## src/rtl/parity_serial_tx.sv

```systemverilog
// parity_serial_tx
//   Serialises a data word and its parity bit into a framed, LSB-first bit
//   stream:
//     start(0), DATA_WIDTH data bits, parity bit, STOP_BITS stop bits(1).
//   Each bit is held for CLKS_PER_BIT clock cycles. The line idles high.
//
// Optional feature:
//   `define PARITY_SELF_CHECK_EN
//     Adds the parityErr output. On accept, parityInput is compared against
//     (^dataInput)^ODD_PARITY. The flag is sticky until the next accept or
//     reset. The transmitted parity bit is always parityInput, unmodified.
//
// Ports:
//   clk          in   rising-edge clock
//   rst_n        in   asynchronous active-low reset
//   dataInput    in   [DATA_WIDTH-1:0] word to transmit
//   parityInput  in   parity bit for dataInput, sent unmodified
//   inValid      in   dataInput/parityInput valid
//   inReady      out  a word can be accepted this cycle (state is IDLE)
//   serialOut    out  framed serial stream, idles high
//   busy         out  frame in progress
//   frameDone    out  1-cycle pulse on the last cycle of the final stop bit
//   parityErr    out  parity self-check flag (PARITY_SELF_CHECK_EN only)
module parity_serial_tx #(
  parameter int DATA_WIDTH   = 64,
  parameter int CLKS_PER_BIT = 4,
  parameter int STOP_BITS    = 1,
  parameter int ODD_PARITY   = 0
) (
  input  logic                  clk,
  input  logic                  rst_n,
  input  logic [DATA_WIDTH-1:0] dataInput,
  input  logic                  parityInput,
  input  logic                  inValid,
  output logic                  inReady,
  output logic                  serialOut,
  output logic                  busy,
  output logic                  frameDone
`ifdef PARITY_SELF_CHECK_EN
  ,
  output logic                  parityErr
`endif
);

  localparam int CNT_W = (CLKS_PER_BIT > 1) ? $clog2(CLKS_PER_BIT) : 1;
  localparam int BIT_W = $clog2(DATA_WIDTH + 1);

  localparam logic [CNT_W-1:0] CLK_LAST  = CNT_W'(CLKS_PER_BIT - 1);
  localparam logic [BIT_W-1:0] DATA_LAST = BIT_W'(DATA_WIDTH - 1);
  localparam logic [BIT_W-1:0] STOP_LAST = BIT_W'(STOP_BITS - 1);

  if (DATA_WIDTH < 1 || CLKS_PER_BIT < 1 || STOP_BITS < 1 || STOP_BITS > 2 ||
      ODD_PARITY < 0 || ODD_PARITY > 1) begin : g_bad_param
    $error("parity_serial_tx: illegal parameter value");
  end

  typedef enum logic [2:0] {
    S_IDLE,
    S_START,
    S_DATA,
    S_PARITY,
    S_STOP
  } state_e;

  state_e                  state_q,  state_d;
  logic [CNT_W-1:0]        clkcnt_q, clkcnt_d;
  logic [BIT_W-1:0]        bitcnt_q, bitcnt_d;
  logic [DATA_WIDTH-1:0]   shift_q,  shift_d;
  logic                    par_q,    par_d;

  logic                    serial_q, serial_d;
  logic                    ready_q,  ready_d;
  logic                    busy_q,   busy_d;
  logic                    done_q,   done_d;

`ifdef PARITY_SELF_CHECK_EN
  localparam logic ODD_BIT = (ODD_PARITY != 0);
  logic                    err_q,    err_d;
`endif

  logic                    advance;

  assign advance = (clkcnt_q == CLK_LAST);

  // Next-state logic. bitcnt_q counts data bits in DATA and stop bits in STOP.
  always_comb begin
    state_d  = state_q;
    clkcnt_d = clkcnt_q;
    bitcnt_d = bitcnt_q;
    shift_d  = shift_q;
    par_d    = par_q;
`ifdef PARITY_SELF_CHECK_EN
    err_d    = err_q;
`endif

    if (state_q == S_IDLE) begin
      if (inValid) begin
        state_d  = S_START;
        clkcnt_d = '0;
        bitcnt_d = '0;
        shift_d  = dataInput;
        par_d    = parityInput;
`ifdef PARITY_SELF_CHECK_EN
        err_d    = (parityInput != ((^dataInput) ^ ODD_BIT));
`endif
      end
    end else begin
      clkcnt_d = advance ? '0 : clkcnt_q + 1'b1;
      if (advance) begin
        case (state_q)
          S_START: begin
            state_d  = S_DATA;
            bitcnt_d = '0;
          end
          S_DATA: begin
            shift_d = shift_q >> 1;
            if (bitcnt_q == DATA_LAST) begin
              state_d  = S_PARITY;
              bitcnt_d = '0;
            end else begin
              bitcnt_d = bitcnt_q + 1'b1;
            end
          end
          S_PARITY: begin
            state_d  = S_STOP;
            bitcnt_d = '0;
          end
          S_STOP: begin
            if (bitcnt_q == STOP_LAST) begin
              state_d  = S_IDLE;
              bitcnt_d = '0;
            end else begin
              bitcnt_d = bitcnt_q + 1'b1;
            end
          end
          default: state_d = S_IDLE;
        endcase
      end
    end
  end

  // Outputs are decoded from the next state and registered, so each output
  // reflects the state it belongs to in the same cycle with no path from inputs.
  always_comb begin
    serial_d = 1'b1;
    case (state_d)
      S_START:  serial_d = 1'b0;
      S_DATA:   serial_d = shift_d[0];
      S_PARITY: serial_d = par_d;
      default:  serial_d = 1'b1;
    endcase
    ready_d = (state_d == S_IDLE);
    busy_d  = (state_d != S_IDLE);
    done_d  = (state_d == S_STOP) && (clkcnt_d == CLK_LAST) &&
              (bitcnt_d == STOP_LAST);
  end

  always_ff @(posedge clk or negedge rst_n) begin
    if (!rst_n) begin
      state_q  <= S_IDLE;
      clkcnt_q <= '0;
      bitcnt_q <= '0;
      shift_q  <= '0;
      par_q    <= 1'b0;
      serial_q <= 1'b1;
      ready_q  <= 1'b1;
      busy_q   <= 1'b0;
      done_q   <= 1'b0;
`ifdef PARITY_SELF_CHECK_EN
      err_q    <= 1'b0;
`endif
    end else begin
      state_q  <= state_d;
      clkcnt_q <= clkcnt_d;
      bitcnt_q <= bitcnt_d;
      shift_q  <= shift_d;
      par_q    <= par_d;
      serial_q <= serial_d;
      ready_q  <= ready_d;
      busy_q   <= busy_d;
      done_q   <= done_d;
`ifdef PARITY_SELF_CHECK_EN
      err_q    <= err_d;
`endif
    end
  end

  assign serialOut = serial_q;
  assign inReady   = ready_q;
  assign busy      = busy_q;
  assign frameDone = done_q;
`ifdef PARITY_SELF_CHECK_EN
  assign parityErr = err_q;
`endif

endmodule

```

## config.mk

```make
export PLATFORM = sky130hd
export DESIGN_NAME = parity_serial_tx
export DESIGN_NICKNAME = d
export VERILOG_FILES = /design/src/rtl/parity_serial_tx.sv
export SDC_FILE = /design/constraint.sdc
export NUM_CORES = 1
export LEC_CHECK = 0
export CAP_MARGIN = 20
export CORE_MARGIN = 2
export CORE_UTILIZATION = 55
export CTS_CLUSTER_SIZE = 10
export DETAILED_ROUTE_END_ITERATION = 10
export GPL_ROUTABILITY_DRIVEN = 1
export GPL_TIMING_DRIVEN = 0
export PLACE_DENSITY = 0.92
export SYNTH_ARGS = -nofsm -noshare
export SYNTH_HDL_FRONTEND = slang
export SYNTH_SLANG_ARGS = --single-unit
```

## constraint.sdc

```tcl
create_clock -name clk -period 4.8 [get_ports clk]
set_input_delay 0.48 -clock clk [delete_from_list [all_inputs] [get_ports clk]]
set_output_delay 0.48 -clock clk [all_outputs]
set_load 0.02 [all_outputs]
```

==> results of run 1 <==
-- synth_stat cells (all sizes together) (2+ instances only) --
master,n
dfstp,2
and2,2
dfrtp,79
ha,3
or2,3
nor2,10
inv,69
o21ai,6
nand2,14
mux2i,4
and3,3
nor3,2
a22o,4
and4,2
buf,13
mux2,2
nand4,2
o22a,2
nand3,5
nor3b,2
a31oi,4
a21oi,5
nor2b,2
nand2b,3
a222oi,63
clkbuf,15
-- power by group through the flow --
stage	clock network [mW]	logic [mW]	registers [mW]
2_1_floorplan	0	0.822	1.14
3_3_place_gp	0	1.04	1.16
3_5_place_dp	0	1.11	1.18
4_1_cts	0.475	1.12	1.17
5_1_grt	0.511	1.25	1.21
6_report	0.468	1.12	1.18
-- placed cells by master, fill, tap and decap left out, types with 7 or more instances in the layout --
| cell | Yosys | layout |
|---|---|---|
| clkbuf_8 | 0 | 10 |
| buf_1 | 7 | 7 |
| inv_1 | 68 | 68 |
| a222oi_1 | 63 | 63 |
| nand2_1 | 14 | 14 |
| nor2_1 | 10 | 10 |
| dfrtp_1 | 79 | 79 |
| clkbuf_1 | 15 | 15 |
| clkdlybuf4s50_1 | 0 | 70 |
-- through the flow --
stage	instances	hold slack [ns]	total power [mW]	area, sq um	util, %
global placement	483	0.480	2.20	4480	70.1
finish	501	0.508	2.77	4700	73.6
floorplan	335	0.184	1.96	3670	-
CTS	501	0.514	2.77	4700	73.6
detailed placement	484	0.354	2.29	4500	70.5
global route	501	0.523	2.97	4700	73.6
-- state kept, by name (all words and copies together) (netlist names), 2 cells and up --
name      cells
state_q       3
shift_q      64
bitcnt_q      7
clkcnt_q      2
-- worst paths after layout --
kind | endpoint | slack (ns) | depth (start not counted)
max | shift_q[41] | 2.48 | 6
min | par_q | 0.51 | 1
max reg2reg | shift_q[41] | 2.48 | 6
min reg2reg | par_q | 0.51 | 1
max in group asynchronous | shift_q[17] | 3.71 | 3
min in group asynchronous | bitcnt_q[0] | 0.52 | 2
-- cells by family (layout without fill, tap and decap cells) --
kind of cell,count (synthesis),in the layout
AOI/OAI and AO/OA,93,93
xor gates and xnor gates,2,2
adders and majority gates,3,3
buffers and inverters,97,186
DFF,81,81
muxes,6,6
and+or+nand+nor,53,53
-- critical path, cell delays in order (launching register included) --
cell and delay [ns]:
dfrtp_1 0.42, ha_1 0.29, and2_1 0.19, o21ai_1 0.60, clkbuf_1 0.42, a222oi_1 0.22, inv_1 0.10
-- final cells by class --
type	instances	area (sq um)
Clock buffer	10	138
Tap cell	77	96.3
Fill cell	438	1690
Inverter	69	259
Timing Repair Buffer	73	746
Clock inverter	6	51.3
Multi-Input combinational cell	157	1250
Buffer	28	128
Sequential cell	81	2030
-- metal layers --
metal / share of wire [%] / wire, um / vias up
met4: 3.0 / 258 / 0
met5: 0 / 0 / -
met2: 50 / 4240 / 170
met3: 7.0 / 601 / 26
met1: 40 / 3430 / 1543
li1: - / - / 1436
-- timing repair --
item | 4_1_cts | 5_1_grt
hold buffers | 1 | 0
endpoints found under the hold margin | 11 | 0
setup endpoints to repair | 0 | 0
==> run_results.csv, run 1 <==
group,metric,value,unit
global_route,grt_overflow,0,
critical_path,startpoint_type,"register",
synthesis,synth-xor-area-share,0.477,%
power_and_ir_drop,power_switching,1.02,mW
sta,tns,0,ns
clock_tree,cts-root-buf,"clkbuf_8",
synthesis,synth-compound-area-share,23.3,%
global_route,grt_util_met1,34.0,%
drt,drc,0,
sta,hold_violations,0,
synthesis,synth_fa_ha_area_share,1.02,%
drt,vias,3175,
clock_tree,clkLatencyLatePin,0.35,ns
final_layout,fin_nets,490,
sta,rsz0062_at_grt,"false",
sta,slew_viol_final,0,
synthesis,yosys.area.top_type,"dfrtp_1",
drt,drtIter0Drc,480,
critical_path,rr_startpoint,"clkcnt_q[0]",
clock_tree,clk_pin_slew,0.08,ns
global_route,antenna_found_initial,0,
synthesis,synth_mux_area_share,1.81,%
hold_path,hold_start,"par_q",
synthesis,synth_seq_area_share,55.3,%
synthesis,synth-main-ff-cell,"dfrtp_1",
synthesis,synth_edf_count,0,
drt,final_antenna_net_count,0,
drt,totalWireLength,8.54,mm
placed_design,place_ws,2.29,ns
clock_tree,cts_resized,0,
drt,vias_per_cell,6.34,
synthesis,synth_seq_cells,81,
die,die_h,85.7,um
power_and_ir_drop,ir_drop,0.348,mV
die,pin_count,72,
critical_path,critPathKind,"register to register",
placed_design,hpwl,6.00,mm
final_layout,drive_above_1_share,8.02,%
sta,worst_slew_pin_slew,0.756,ns
global_route,track_usage,24.8,%
clock_tree,postCtsSetupBuffers,0,
critical_path,critPathCaptureType,"register",
global_route,grt_pass1_vias,3067,
global_route,grt_pass1_wl,14.4,mm
die,rows,29,
global_route,grt_use_met3,3.85,%
sta,post-route-min-period,2.32,ns
drt,avgRoutedWirePerCell,17.0,um
power_and_ir_drop,p_per_area,590,nW/um^2
sta,setup_viol_count_final,0,
die,core-area,6390,sq um
clock_tree,cts_tree,"done",
hold_path,hp-class,"register to register",
synthesis,syn_inst,335,
die,die_area,7340,sq um
sta,finClkSkew,0.00758,ns
clock_tree,cts_buffers,9,
clock_tree,htreeDepth,3,
sta,max_freq,431,MHz
synthesis,synth_nets,406,
power_and_ir_drop,clockPowerShare,16.9,%
global_route,top_usage_layer,"met2",
job,timing.max_cap.violations,0,
status,status,"finished clean",
critical_path,crit_arrival,2.60,ns
critical_path,worst_ep_required_time,5.08,ns
power_and_ir_drop,combPwrFrac,40.4,%
synthesis,synth_area,3670,sq um
power_and_ir_drop,sw_frac_of_total,37.0,%
drt,first_pass_iters,9,
final_layout,diodes,0,
synthesis,yosysUniqueCellTypes,47,
synthesis,synth_top_family_by_area,"compound AO/OA/AOI/OAI gates",
sta,period_share,48.3,%
power_and_ir_drop,p_leak,2.25,nW
synthesis,yosysWarnings,0,
synthesis,synth-simple-area-share,7.57,%
clock_tree,clkSinkCount,81,
die,dieWidth,85.7,um
power_and_ir_drop,cell_internal_pwr,1.75,mW
die,start_util,57.4,%
placed_design,numPortBuffers,71,
global_route,grt_start_max_net_pins,69,
placed_design,routabilityCongestion,0.853,
synthesis,syn_avg_cell_area,11.0,sq um
global_route,grt_util_met2,39.6,%
critical_path,cp-startpoint,"clkcnt_q[0]",
clock_tree,cts.path.max_buffers,2,
final_layout,syn_to_final_growth,28.1,%
sta,slew_headroom,49.3,%
synthesis,synthTopCellsByArea,"dfrtp_1 54%, a222oi_1 17%, inv_1 7.0%",
power_and_ir_drop,p_seq_share,42.7,%
critical_path,cp_max_fo,10,
synthesis,synth-async-reset-ratio,100,%
sta,finalWorstSetupSlack,2.48,ns
synthesis,yosysTopAreaCellShare,53.9,%
Power figures use the tool's default switching activity.
==> run 2: changes to the inputs <==
- CORE_UTILIZATION: 55 -> 47
- PLACE_DENSITY: 0.92 -> 0.85
- clock period: 4.8 -> 2.1 ns (I/O delays scaled with it)
==> run_results.csv, run 2 (synthesized netlist as in run 1, its figures left out) <==
group,metric,value,unit
placed_design,placed_area,4530,sq um
final_layout,seq_area,2030,sq um
final_layout,drive_above_1_share,12.9,%
final_layout,largest_reg_flops,64,
sta,hold_violations,0,
placed_design,numPortBuffers,71,
sta,rsz0062_at_grt,"true",
sta,finalWorstSetupSlack,0.000952,ns
placed_design,routabilityCongestion,0.901,
global_route,track_usage,21.3,%
final_layout,fillCellCount,604,
die,start_util,48.0,%
drt,vias_per_cell,5.84,
power_and_ir_drop,p_seq_share,39.7,%
die,rows,32,
clock_tree,clk_pin_slew,0.09,ns
final_layout,syn_to_final_growth,32.8,%
hold_path,hp-class,"input port to async pin",
final_layout,fin_nets,493,
drt,drc,0,
final_layout,final_common_cell,"dfrtp_1",
clock_tree,cts_buffers,9,
power_and_ir_drop,p_leak,2.34,nW
global_route,grt_overflow,0,
global_route,antenna_found_initial,0,
final_layout,diodes,0,
final_layout,most-common-layout-cells,"78 x dfrtp_1, 70 x clkdlybuf4s50_1, 68 x inv_1",
placed_design,place_ws,-0.226,ns
clock_tree,clkSinkCount,81,
sta,setup_viol_count_final,0,
sta,slew_viol_final,0,
sta,worst_slew_pin_slew,0.522,ns
sta,max_freq,476,MHz
power_and_ir_drop,cell_internal_pwr,4.46,mW
clock_tree,cts.path.max_buffers,2,
die,die_h,92.3,um
clock_tree,cts_tree,"done",
drt,first_pass_iters,7,
critical_path,cp_max_fo,9,
final_layout,multi_input_comb_area,1300,sq um
die,dieWidth,92.3,um
critical_path,critPathCaptureType,"register",
power_and_ir_drop,p_per_area,1390,nW/um^2
drt,final_antenna_net_count,0,
status,status,"finished clean",
power_and_ir_drop,power,6.76,mW
power_and_ir_drop,combPwrFrac,39.8,%
sta,finClkSkew,0.00979,ns
global_route,grt_pass1_vias,2970,
power_and_ir_drop,power_switching,2.31,mW
drt,vias,3090,
clock_tree,htreeDepth,3,
clock_tree,clkLatencyLatePin,0.35,ns
power_and_ir_drop,clockPowerShare,20.4,%
critical_path,worst_ep_required_time,2.33,ns
drt,drtIter0Drc,348,
power_and_ir_drop,sw_frac_of_total,34.1,%
critical_path,startpoint_type,"register",
sta,slew_headroom,65.1,%
die,core-area,7650,sq um
die,pin_count,72,
drt,avgRoutedWirePerCell,16.3,um
placed_design,hpwl,5.85,mm
final_layout,design_area,4870,sq um
job,timing.max_cap.violations,0,
final_layout,top_regs,"shift_q: 64 flops, bitcnt_q: 7 flops, state_q: 3 flops",
global_route,grt_start_max_net_pins,67,
die,die_area,8530,sq um
sta,post-route-min-period,2.10,ns
critical_path,r2r_slack,0.001,ns
sta,whs,0.260,ns
final_layout,top_register,"shift_q",
global_route,grt_pass1_wl,14.3,mm
sta,period_share,100,%
critical_path,crit_arrival,2.33,ns
critical_path,critPathKind,"register to register",
power_and_ir_drop,ir_drop,0.598,mV
clock_tree,cts-root-buf,"clkbuf_8",
drt,totalWireLength,8.64,mm
run 2: cell types whose count changed in the layout (fill, tap and decap cells not counted), moves of 3 or more:
cell	before	now
clkbuf_1	15	12
buf_1	7	1
buf_2	3	9
bufinv_16	0	3
clkbuf_2	0	3
buf_4	2	6
run 2: critical path, cell delays in order (launching register included):
cell,delay (ns)
dfrtp_1,0.41
or3_4,0.39
buf_6,0.14
and3_4,0.16
buf_6,0.12
mux2_4,0.30
o221ai_2,0.16
nand2_1,0.08
and4_1,0.22
run 2: metal layers:
layer	share of wire [%]	up-vias	global-route usage [%]
li1	-	1443	-
met1	43	1527	27.6
met2	50	105	34.5
met3	5.3	15	5.78
met4	2.0	0	8.08
met5	0	-	0
run 2: power groups by stage:
stage               clock network, mW  registers, mW  logic (mW)
detailed placement                  0           2.70        2.52
CTS                              1.41           2.67        2.59
global route                     1.50           2.77        3.02
finish                           1.38           2.69        2.69
global placement                    0           2.66        2.42
floorplan                           0           2.61        1.88
run 2: final cells by class:
cell class                      instances  area share, %
Buffer                                 27           2.77
Clock buffer                           11           2.90
Clock inverter                          5           2.11
Inverter                               69           5.32
Multi-Input combinational cell        157           26.7
Sequential cell                        81           41.7
Tap cell                              102           2.62
Timing Repair Buffer                   77           15.9
run 2: per-stage QoR:
step           utilization [%]  setup TNS (ns)  std cells
2_1_floorplan                -               0        335
3_3_place_gp              58.9         -164.03        508
3_5_place_dp              59.3          -10.73        509
4_1_cts                   62.9               0        527
5_1_grt                   63.7         -0.0897        529
6_report                  63.7               0        529
run 2: repair_timing:
item,CTS,global route
buffers inserted,2,2
cloned,0,0
endpoints found under the hold margin,15,0
setup endpoints to repair,63,62
gates resized for setup,9,16
hold buffers,1,0
pin swaps,2,1
run 2: final timing paths:
path,startpoint,depth (start not counted),endpoint
min in group clk,dataInput[63],3,shift_q[63]
max in group asynchronous,rst_n,3,shift_q[42]
worst max-delay path,state_q[1],8,frameDone
worst max register to register,state_q[1],8,frameDone
worst min-delay path,rst_n,2,clkcnt_q[1]
worst min register to register,shift_q[47],2,shift_q[46]
